## config.mk

```make
export PLATFORM = sky130hd
export DESIGN_NAME = ucounter16_seq
export DESIGN_NICKNAME = d
export VERILOG_FILES = /design/src/rtl/ucounter16_seq.sv
export SDC_FILE = /design/constraint.sdc
export NUM_CORES = 1
export LEC_CHECK = 0
export CAP_MARGIN = 20
export CELL_PAD_IN_SITES_DETAIL_PLACEMENT = 0
export CELL_PAD_IN_SITES_GLOBAL_PLACEMENT = 2
export CORE_MARGIN = 5
export CORE_UTILIZATION = 23
export DETAILED_ROUTE_END_ITERATION = 8
export GPL_TIMING_DRIVEN = 0
export MAX_ROUTING_LAYER = met4
export PLACE_DENSITY = 0.8
export SYNTH_ARGS = -nofsm -noshare
export SYNTH_HDL_FRONTEND = slang
export SYNTH_SLANG_ARGS = --single-unit
```

## constraint.sdc

```tcl
create_clock -name clk -period 2.2 [get_ports clk]
set_clock_uncertainty 0.05 [all_clocks]
set_input_delay 0.33 -clock clk [delete_from_list [all_inputs] [get_ports clk]]
set_output_delay 0.33 -clock clk [all_outputs]
set_load 0.03 [all_outputs]
```

## src/rtl/ucounter16_seq.sv

```systemverilog
// Interval-timer sequencer driving a ucounter16: one-shot or periodic, up or down, preset to target.
// Optional pause support is compiled in with `define UCOUNTER16_SEQ_PAUSE_EN.
module ucounter16_seq #(
   parameter int SIZE   = 16,
   parameter int PCNT_W = 8
) (
   input  logic              clk,
   input  logic              _reset,
   input  logic              start,
   input  logic              abort,
   input  logic [SIZE-1:0]   preset,
   input  logic [SIZE-1:0]   target,
   input  logic              dir,
   input  logic              periodic,
   input  logic              pause,
   input  logic [SIZE-1:0]   dcount,
   input  logic              overflow,
   output logic              ctr_areset,
   output logic              ctr_aset,
   output logic              ctr_load,
   output logic [SIZE-1:0]   ctr_preld_val,
   output logic              ctr_updown,
   output logic              ctr_wrapstop,
   output logic              ctr_carry_in,
   output logic              busy,
   output logic              done,
   output logic              tick,
   output logic [PCNT_W-1:0] period_cnt,
   output logic              err
);

   typedef enum logic [1:0] {CLEAR, IDLE, LOAD, RUN} state_t;

   state_t            state_reg, state_next;
   logic [SIZE-1:0]   preset_reg, preset_next;
   logic [SIZE-1:0]   target_reg, target_next;
   logic              dir_reg, dir_next;
   logic              periodic_reg, periodic_next;
   logic [PCNT_W-1:0] period_cnt_reg, period_cnt_next;
   logic              err_reg, err_next;
   logic              done_reg, done_next;
   logic              tick_reg, tick_next;

   logic pause_eff;
   logic match;
   logic match_eff;
   logic ovf_eff;

`ifdef UCOUNTER16_SEQ_PAUSE_EN
   assign pause_eff = pause;
`else
   logic unused_pause;
   assign unused_pause = pause;
   assign pause_eff    = 1'b0;
`endif

   // While paused, neither match nor overflow is acted on; dcount is simply held.
   assign match     = (dcount == target_reg);
   assign match_eff = match & ~pause_eff;
   assign ovf_eff   = overflow & ~pause_eff;

   always_ff @(posedge clk) begin
      if (!_reset) begin
         state_reg      <= CLEAR;
         preset_reg     <= '0;
         target_reg     <= '0;
         dir_reg        <= 1'b0;
         periodic_reg   <= 1'b0;
         period_cnt_reg <= '0;
         err_reg        <= 1'b0;
         done_reg       <= 1'b0;
         tick_reg       <= 1'b0;
      end else begin
         state_reg      <= state_next;
         preset_reg     <= preset_next;
         target_reg     <= target_next;
         dir_reg        <= dir_next;
         periodic_reg   <= periodic_next;
         period_cnt_reg <= period_cnt_next;
         err_reg        <= err_next;
         done_reg       <= done_next;
         tick_reg       <= tick_next;
      end
   end

   always_comb begin
      state_next      = state_reg;
      preset_next     = preset_reg;
      target_next     = target_reg;
      dir_next        = dir_reg;
      periodic_next   = periodic_reg;
      period_cnt_next = period_cnt_reg;
      err_next        = err_reg;
      done_next       = 1'b0;
      tick_next       = 1'b0;

      case (state_reg)
         CLEAR: state_next = IDLE;
         IDLE: begin
            if (start && !abort) begin
               preset_next     = preset;
               target_next     = target;
               dir_next        = dir;
               periodic_next   = periodic;
               period_cnt_next = '0;
               err_next        = 1'b0;
               state_next      = LOAD;
            end
         end
         LOAD: state_next = abort ? CLEAR : RUN;
         RUN: begin
            if (abort) begin
               state_next = CLEAR;
            end else if (match_eff) begin
               if (periodic_reg) begin
                  tick_next = 1'b1;
                  if (period_cnt_reg != {PCNT_W{1'b1}})
                     period_cnt_next = period_cnt_reg + 1'b1;
                  state_next = LOAD;
               end else begin
                  done_next  = 1'b1;
                  state_next = IDLE;
               end
            end else if (ovf_eff) begin
               // Counter ran into its limit without ever hitting the target.
               err_next   = 1'b1;
               state_next = IDLE;
            end
         end
         default: state_next = CLEAR;
      endcase
   end

   assign ctr_areset    = (state_reg == CLEAR);
   assign ctr_aset      = 1'b0;
   assign ctr_load      = (state_reg == LOAD);
   assign ctr_preld_val = preset_reg;
   assign ctr_updown    = dir_reg;
   assign ctr_wrapstop  = periodic_reg;
   // Enable drops in the same cycle dcount reaches target, so there is no overshoot.
   assign ctr_carry_in  = (state_reg == RUN) & ~match & ~pause_eff;
   assign busy          = (state_reg == LOAD) || (state_reg == RUN);
   assign done          = done_reg;
   assign tick          = tick_reg;
   assign period_cnt    = period_cnt_reg;
   assign err           = err_reg;

endmodule

```

* Word level (Yosys, flattened, before mapping) *
Index checks and enable logic that the tools add are counted.

storage, ports and cells
  register bits = 47
  bits in latches = 0
  RAM bits = 0
  bits in read-only memories = 0
  input port bits = 56
  output and inout bits = 34
  logic and storage cells = 57
  memories kept = 0

cells by class
  $add $sub $neg = 1
  multiply operators = 0
  div/mod/pow operators = 0
  order comparisons = 0
  equal/unequal tests = 13
  shift operators = 0
  muxes and demuxes = 20
  bitwise operators = 4
  reductions and logical operators = 10

operators by type and width
  kind                 number
  $mux 8               5
  $eq 16x16->1         1
  $pmux 8 s2           1
  $ne 2x2->1 const B   7
  $mux 2               6
  $add 8x1->8 const B  1
  $ne 8x8->1 const B   1
  $pmux 2 s4           1
  $mux 1               6
  $reduce_and 6->1     1
  $reduce_and 5->1     1
  $eq 2x2->1 const B   2
  $ne 4x4->1 const B   1
  $reduce_and 2->1     2
  $reduce_or 4->1      1
  $not 1->1            3
  $eq 2x1->1 const B   1
  $logic_not 2->1      1
  $pmux 1 s2           1
  $reduce_bool 2->1    1
  $and 1x1->1          1
  $logic_and 1x1->1    1
  $logic_not 1->1      1
  $logic_or 1x1->1     1

* Longest topological paths before layout *
  word-level depth = 6
  mapped depth = 7
  gate-level depth less buffers = 5

* Least setup slack after synthesis *
OpenSTA, ideal clock, no wires.

  path kind = register to register
  from = register period_cnt_reg[0] (netlist: period_cnt[0])
  to = register period_cnt_reg[6] (netlist: period_cnt[6])
  setup time = 0.070 ns
  arrival = 1.909 ns
  required time = 2.080 ns
  path slack = 0.171 ns
  cell stages (with the launch flop) = 7
  path buffers = 1
  cell sequence = dfxtp_1 -> ha_1 -> a41o_1 -> or2_4 -> buf_6 -> or4_1 -> a21oi_1

on the way
  word-level cells in the longest chain between the ends = 6

ends and longest elaborated chain
  element                 line  RTL
  start, declared         39    logic [PCNT_W-1:0] period_cnt_reg, period_cnt_next;
  start signal, assigned  79    period_cnt_reg <= period_cnt_next;
  $add 8x1->8             118   period_cnt_next = period_cnt_reg + 1'b1;
  $mux 8                  117   if (period_cnt_reg != {PCNT_W{1'b1}})
  $mux 8                  115   if (periodic_reg) begin
  $mux 8                  114   end else if (match_eff) begin
  $mux 8                  112   if (abort) begin
  $pmux 8 s2              97    case (state_reg)

Several ways; a longest one is shown, not always the timed one. The select of a mux whose other input is x is not followed.
A chain may end at the register's enable or synchronous reset.

* Worst setup path in the final report *
  from = register target_reg[0]
  to = output port ctr_carry_in

on the way
  word-level cells in the longest chain between the ends = 3

ends and longest elaborated chain
  element                 line  RTL
  start, declared         36    logic [SIZE-1:0] target_reg, target_next;
  start signal, assigned  76    target_reg <= target_next;
  $eq 16x16->1            58    assign match = (dcount == target_reg);
  $not 1->1 (no line)     n/a
  $and 1x1->1             141   assign ctr_carry_in = (state_reg == RUN) & ~match & ~pause_eff;
  end, declared           24    output logic ctr_carry_in,

Every way passes these cells.

==> qor.tcl <==
set qor(timing_hold_violations_final) 0
set qor(worst_ep_required_time_ps) 1820
set qor(critical_path.most_common_cell) {buf_6}
set qor(worst_hold_startpoint) {ctr_preld_val[14]$_SDFFE_PN0P_}
set qor(dp_worst_setup_slack_ps) -1070
set qor(share_comb_of_total_power_pct) 15.6
set qor(r2r-end) {period_cnt[3]$_SDFFE_PN0P_}
set qor(crit_path_max_incr_delay_ps) 340
set qor(num_vias) 1997
set qor(die_height_um) 105
set qor(grt_antenna_before_repair) 1
set qor(boundaryPins) 90
set qor(final_util_pct) 37.3
set qor(fp-row-count) 34
set qor(worstPathArrival_ps) 1880
set qor(timing.final.setup_violations) 1
set qor(category_of_cells_accounting_for_the_largest_share_of_critical_path_delay) {simple AND/OR/NAND/NOR gates}
set qor(number_of_global_route_vias_before_repair) 2065
set qor(design.core.area_sq_um) 8760
set qor(cp-end-kind) {output port}
set qor(run_status) {finished with violations}
set qor(timing.slew.headroom_pct) 63.7
set qor(start_util_pct) 23.8
set qor(worst_setup_path_start_kind) {flip-flop}
set qor(crit_path_cell_trace) {xor2_1 -> nor4_2 -> nand4_1 -> buf_6 -> clkbuf_16 -> nor2b_4 -> buf_6}
set qor(port_buffers) 86
set qor(timing_max_transition_violations_final) 0
set qor(net_count_of_the_finished_layout) 403
set qor(seqCellArea_sq_um) 947
set qor(grt.overflow.total) 0
set qor(ctsHoldBuffers) 0
set qor(detailed_place_hpwl_mm) 4.71
set qor(power_per_cell_area_nw_per_um2) 515
set qor(worstHoldPathType) {flip-flop to flip-flop}
set qor(ys_seq_area_share_pct) 45.1
set qor(drc) 0
set qor(final_min_period_over_clock_period_pct) 103
set qor(grt_max_degree) 15
set qor(worst_hold_path.endpoint) {ctr_preld_val[14]$_SDFFE_PN0P_}
set qor(power_report.internal_total_uw) 1240
set qor(max-vdd-ir-drop_v) 0.000221
set qor(drt-vias-per-instance) 4.37
set qor(power_uw) 1680
set qor(setup_ws_ps) -57.1
set qor(ctsHtreeMaxLevel) 2
set qor(maxCapViolations) 0
set qor(global_route.usage.total_pct) 11.8
set qor(slowest_stage) {nor4_2}
set qor(critical_path.max_fanout) 2
set qor(min_period_ps) 2260
set qor(synth_cell_type_count) 32
set qor(first_pass_grt_wire_length_mm) 10.3
set qor(postSynthNetCount) 307
set qor(final.hold.worst_slack_ps) 420
set qor(syn_area_sq_um) 2080
set qor(regToRegSetupSlack_ps) 110
set qor(drt_first_iter_violations) 61
set qor(crit_cells) 7
set qor(max_clock_freq_ghz) 0.443
set qor(tritoncts) {done}
set qor(detailedRoute.firstPassIterationCount) 4
set qor(timing.reg2reg.worst_path_depth) 7
set qor(cts_num_sinks) 47
set qor(worst_r2r_startpoint) {target_reg[0]$_SDFFE_PN0P_}
set qor(area.growth.synth_to_final_pct) 57.0
set qor(sequentialPowerShare_pct) 52.9
set qor(min_path_cells) 2
set qor(synth.avg_cell_area_sq_um) 8.34
set qor(p_leak_uw) 0.00118
set qor(clock_tree.buffer_depth) 2
set qor(floorplan.die_area_sq_um) 11100
set qor(most_common_cell_after_layout_fill_and_taps_aside) {nand2_1}
set qor(syn_inst) 250
set qor(cts_inserted_buffers) 5
set qor(drt-wirelength-per-cell_um) 13.8
set qor(yosys_warnings) 0
set qor(antenna_violation_net_count_after_detailed_routing) 0
set qor(share_clk_of_total_power_pct) 31.6
set qor(synth_seq_cells) 47
set qor(tightestPinTransition_ps) 541
set qor(worstSkewPairLatency_ps) 300
set qor(filler_cell_count) 914
set qor(gpl.final_weighted_congestion) 0.737
set qor(clk_pin_slew_worst_paths_ps) 90
set qor(drive_gt1_share_pct) 9.80
set qor(die_width_um) 105
set qor(switching_share_pct) 26.5
set qor(rsz_0062_raised_after_global_routing) {true}
set qor(clk_root_buffer_cell) {clkbuf_8}
set qor(multiInputGateArea_sq_um) 1090
set qor(timing.setup.critical_path_class) {flip-flop to output port}
set qor(power.switching_uw) 447
set qor(violations) {setup timing}
set qor(layout_common_cells) {nand2_1, clkdlybuf4s50_1, dfxtp_1}
set qor(wl_mm) 6.30
set qor(cp.buffers_inverters) 3
==> per-stage QoR <==
step	instance area, sq um	TNS, ps	std cells
global placement	3080	-16240	444
floorplan	2080	0	250
finish	3270	-57.1	457
detailed placement	3080	-15030	444
CTS	3250	-572	455
global route	3270	-178	456
==> kinds of logic (layout without fill, tap and decap cells) <==
| group | after synthesis | in the layout | synth area share, % |
|---|---|---|---|
| AO/OA/AOI/OAI | 56 | 56 | 19.3 |
| XOR/XNOR | 16 | 16 | 6.72 |
| adder cells (fa/ha/maj) | 1 | 1 | 0.600 |
| buffers and inverters | 22 | 119 | 4.56 |
| flip-flops | 47 | 47 | 45.1 |
| multiplexers | 1 | 1 | 0.480 |
| other | 1 | 3 | 0.180 |
| AND/OR/NAND/NOR | 106 | 106 | 23.0 |
==> power by group through the flow <==
stage	sequential (uW)	clock (uW)	combinational (uW)
2_1_floorplan	929	0	88.6
3_3_place_gp	908	0	268
3_5_place_dp	909	0	268
4_1_cts	890	554	268
5_1_grt	895	587	287
6_report	891	532	262
==> repair_timing <==
action                                 CTS  global route
endpoints found under the hold margin    0             0
pin swaps                                8             5
setup buffers                            3             1
resized for setup                       33            12
setup endpoints to repair               27            37
==> worst reg2reg max path, delay by kind of cell (launching register included) <==
| kind | cells | cell delay (ps) |
|---|---|---|
| xor gates and xnor gates | 1 | 150 |
| and+or+nand+nor | 3 | 1040 |
| buffers and inverters | 2 | 310 |
| DFF | 1 | 330 |
| AOI/OAI and AO/OA | 1 | 150 |
==> synthesized netlist by cell type, drive strengths merged <==
cell | number | area (sq um)
mux2i | 1 | 10.0
a211oi | 1 | 7.51
nor2 | 1 | 3.75
and2 | 1 | 6.26
ha | 1 | 12.5
o21ai | 4 | 20.0
or2 | 1 | 8.76
o2111a | 1 | 11.3
clkbuf | 15 | 56.3
o31ai | 4 | 30.0
o21a | 2 | 15.0
nor3 | 3 | 15.0
nor4 | 6 | 37.5
o211ai | 1 | 12.5
nand2b | 1 | 6.26
conb | 1 | 3.75
a21boi | 34 | 255
nor2b | 3 | 18.8
or3 | 4 | 25.0
nand2 | 75 | 282
nand4 | 1 | 6.26
and4 | 1 | 11.3
a41o | 1 | 10.0
or4 | 6 | 45.0
dfxtp | 47 | 941
buf | 3 | 23.8
nand3 | 3 | 15.0
a21oi | 8 | 40.0
inv | 4 | 15.0
xor2 | 16 | 140
==> worst max path at each step <==
stage	from	slack, ps	endpoint
final	target_reg[0]$_SDFFE_PN0P_	-60	ctr_carry_in
after global routing	target_reg[0]$_SDFFE_PN0P_	-170	ctr_carry_in
after CTS	target_reg[12]$_SDFFE_PN0P_	-80	ctr_carry_in
after detailed placement	dcount[13]	-1070	ctr_carry_in
after global placement	dcount[13]	-1080	ctr_carry_in
after floorplan	period_cnt[0]$_SDFFE_PN0P_	170	period_cnt[6]$_SDFFE_PN0P_
==> final cells by class <==
class	count	area share, %
Multi-Input combinational cell	181	33.5
Sequential cell	47	28.9
Timing Repair Buffer	90	27.0
Tap cell	108	4.13
Buffer	17	3.29
Clock buffer	6	2.22
Inverter	4	0.459
Clock inverter	2	0.382
Antenna cell	2	0.153
==> metal layers <==
| metal | part of all wire [%] | wire (um) | track usage (%) | up-vias |
|---|---|---|---|---|
| met5 | 0 | 0 | - | - |
| met4 | 0.51 | 32 | 2.19 | 0 |
| met3 | 8.0 | 503 | 4.44 | 4 |
| met2 | 44 | 2780 | 18.2 | 67 |
| met1 | 47 | 2980 | 14.9 | 894 |
| li1 | - | - | - | 1032 |
Note: power is estimated with default switching activity, not from simulation.
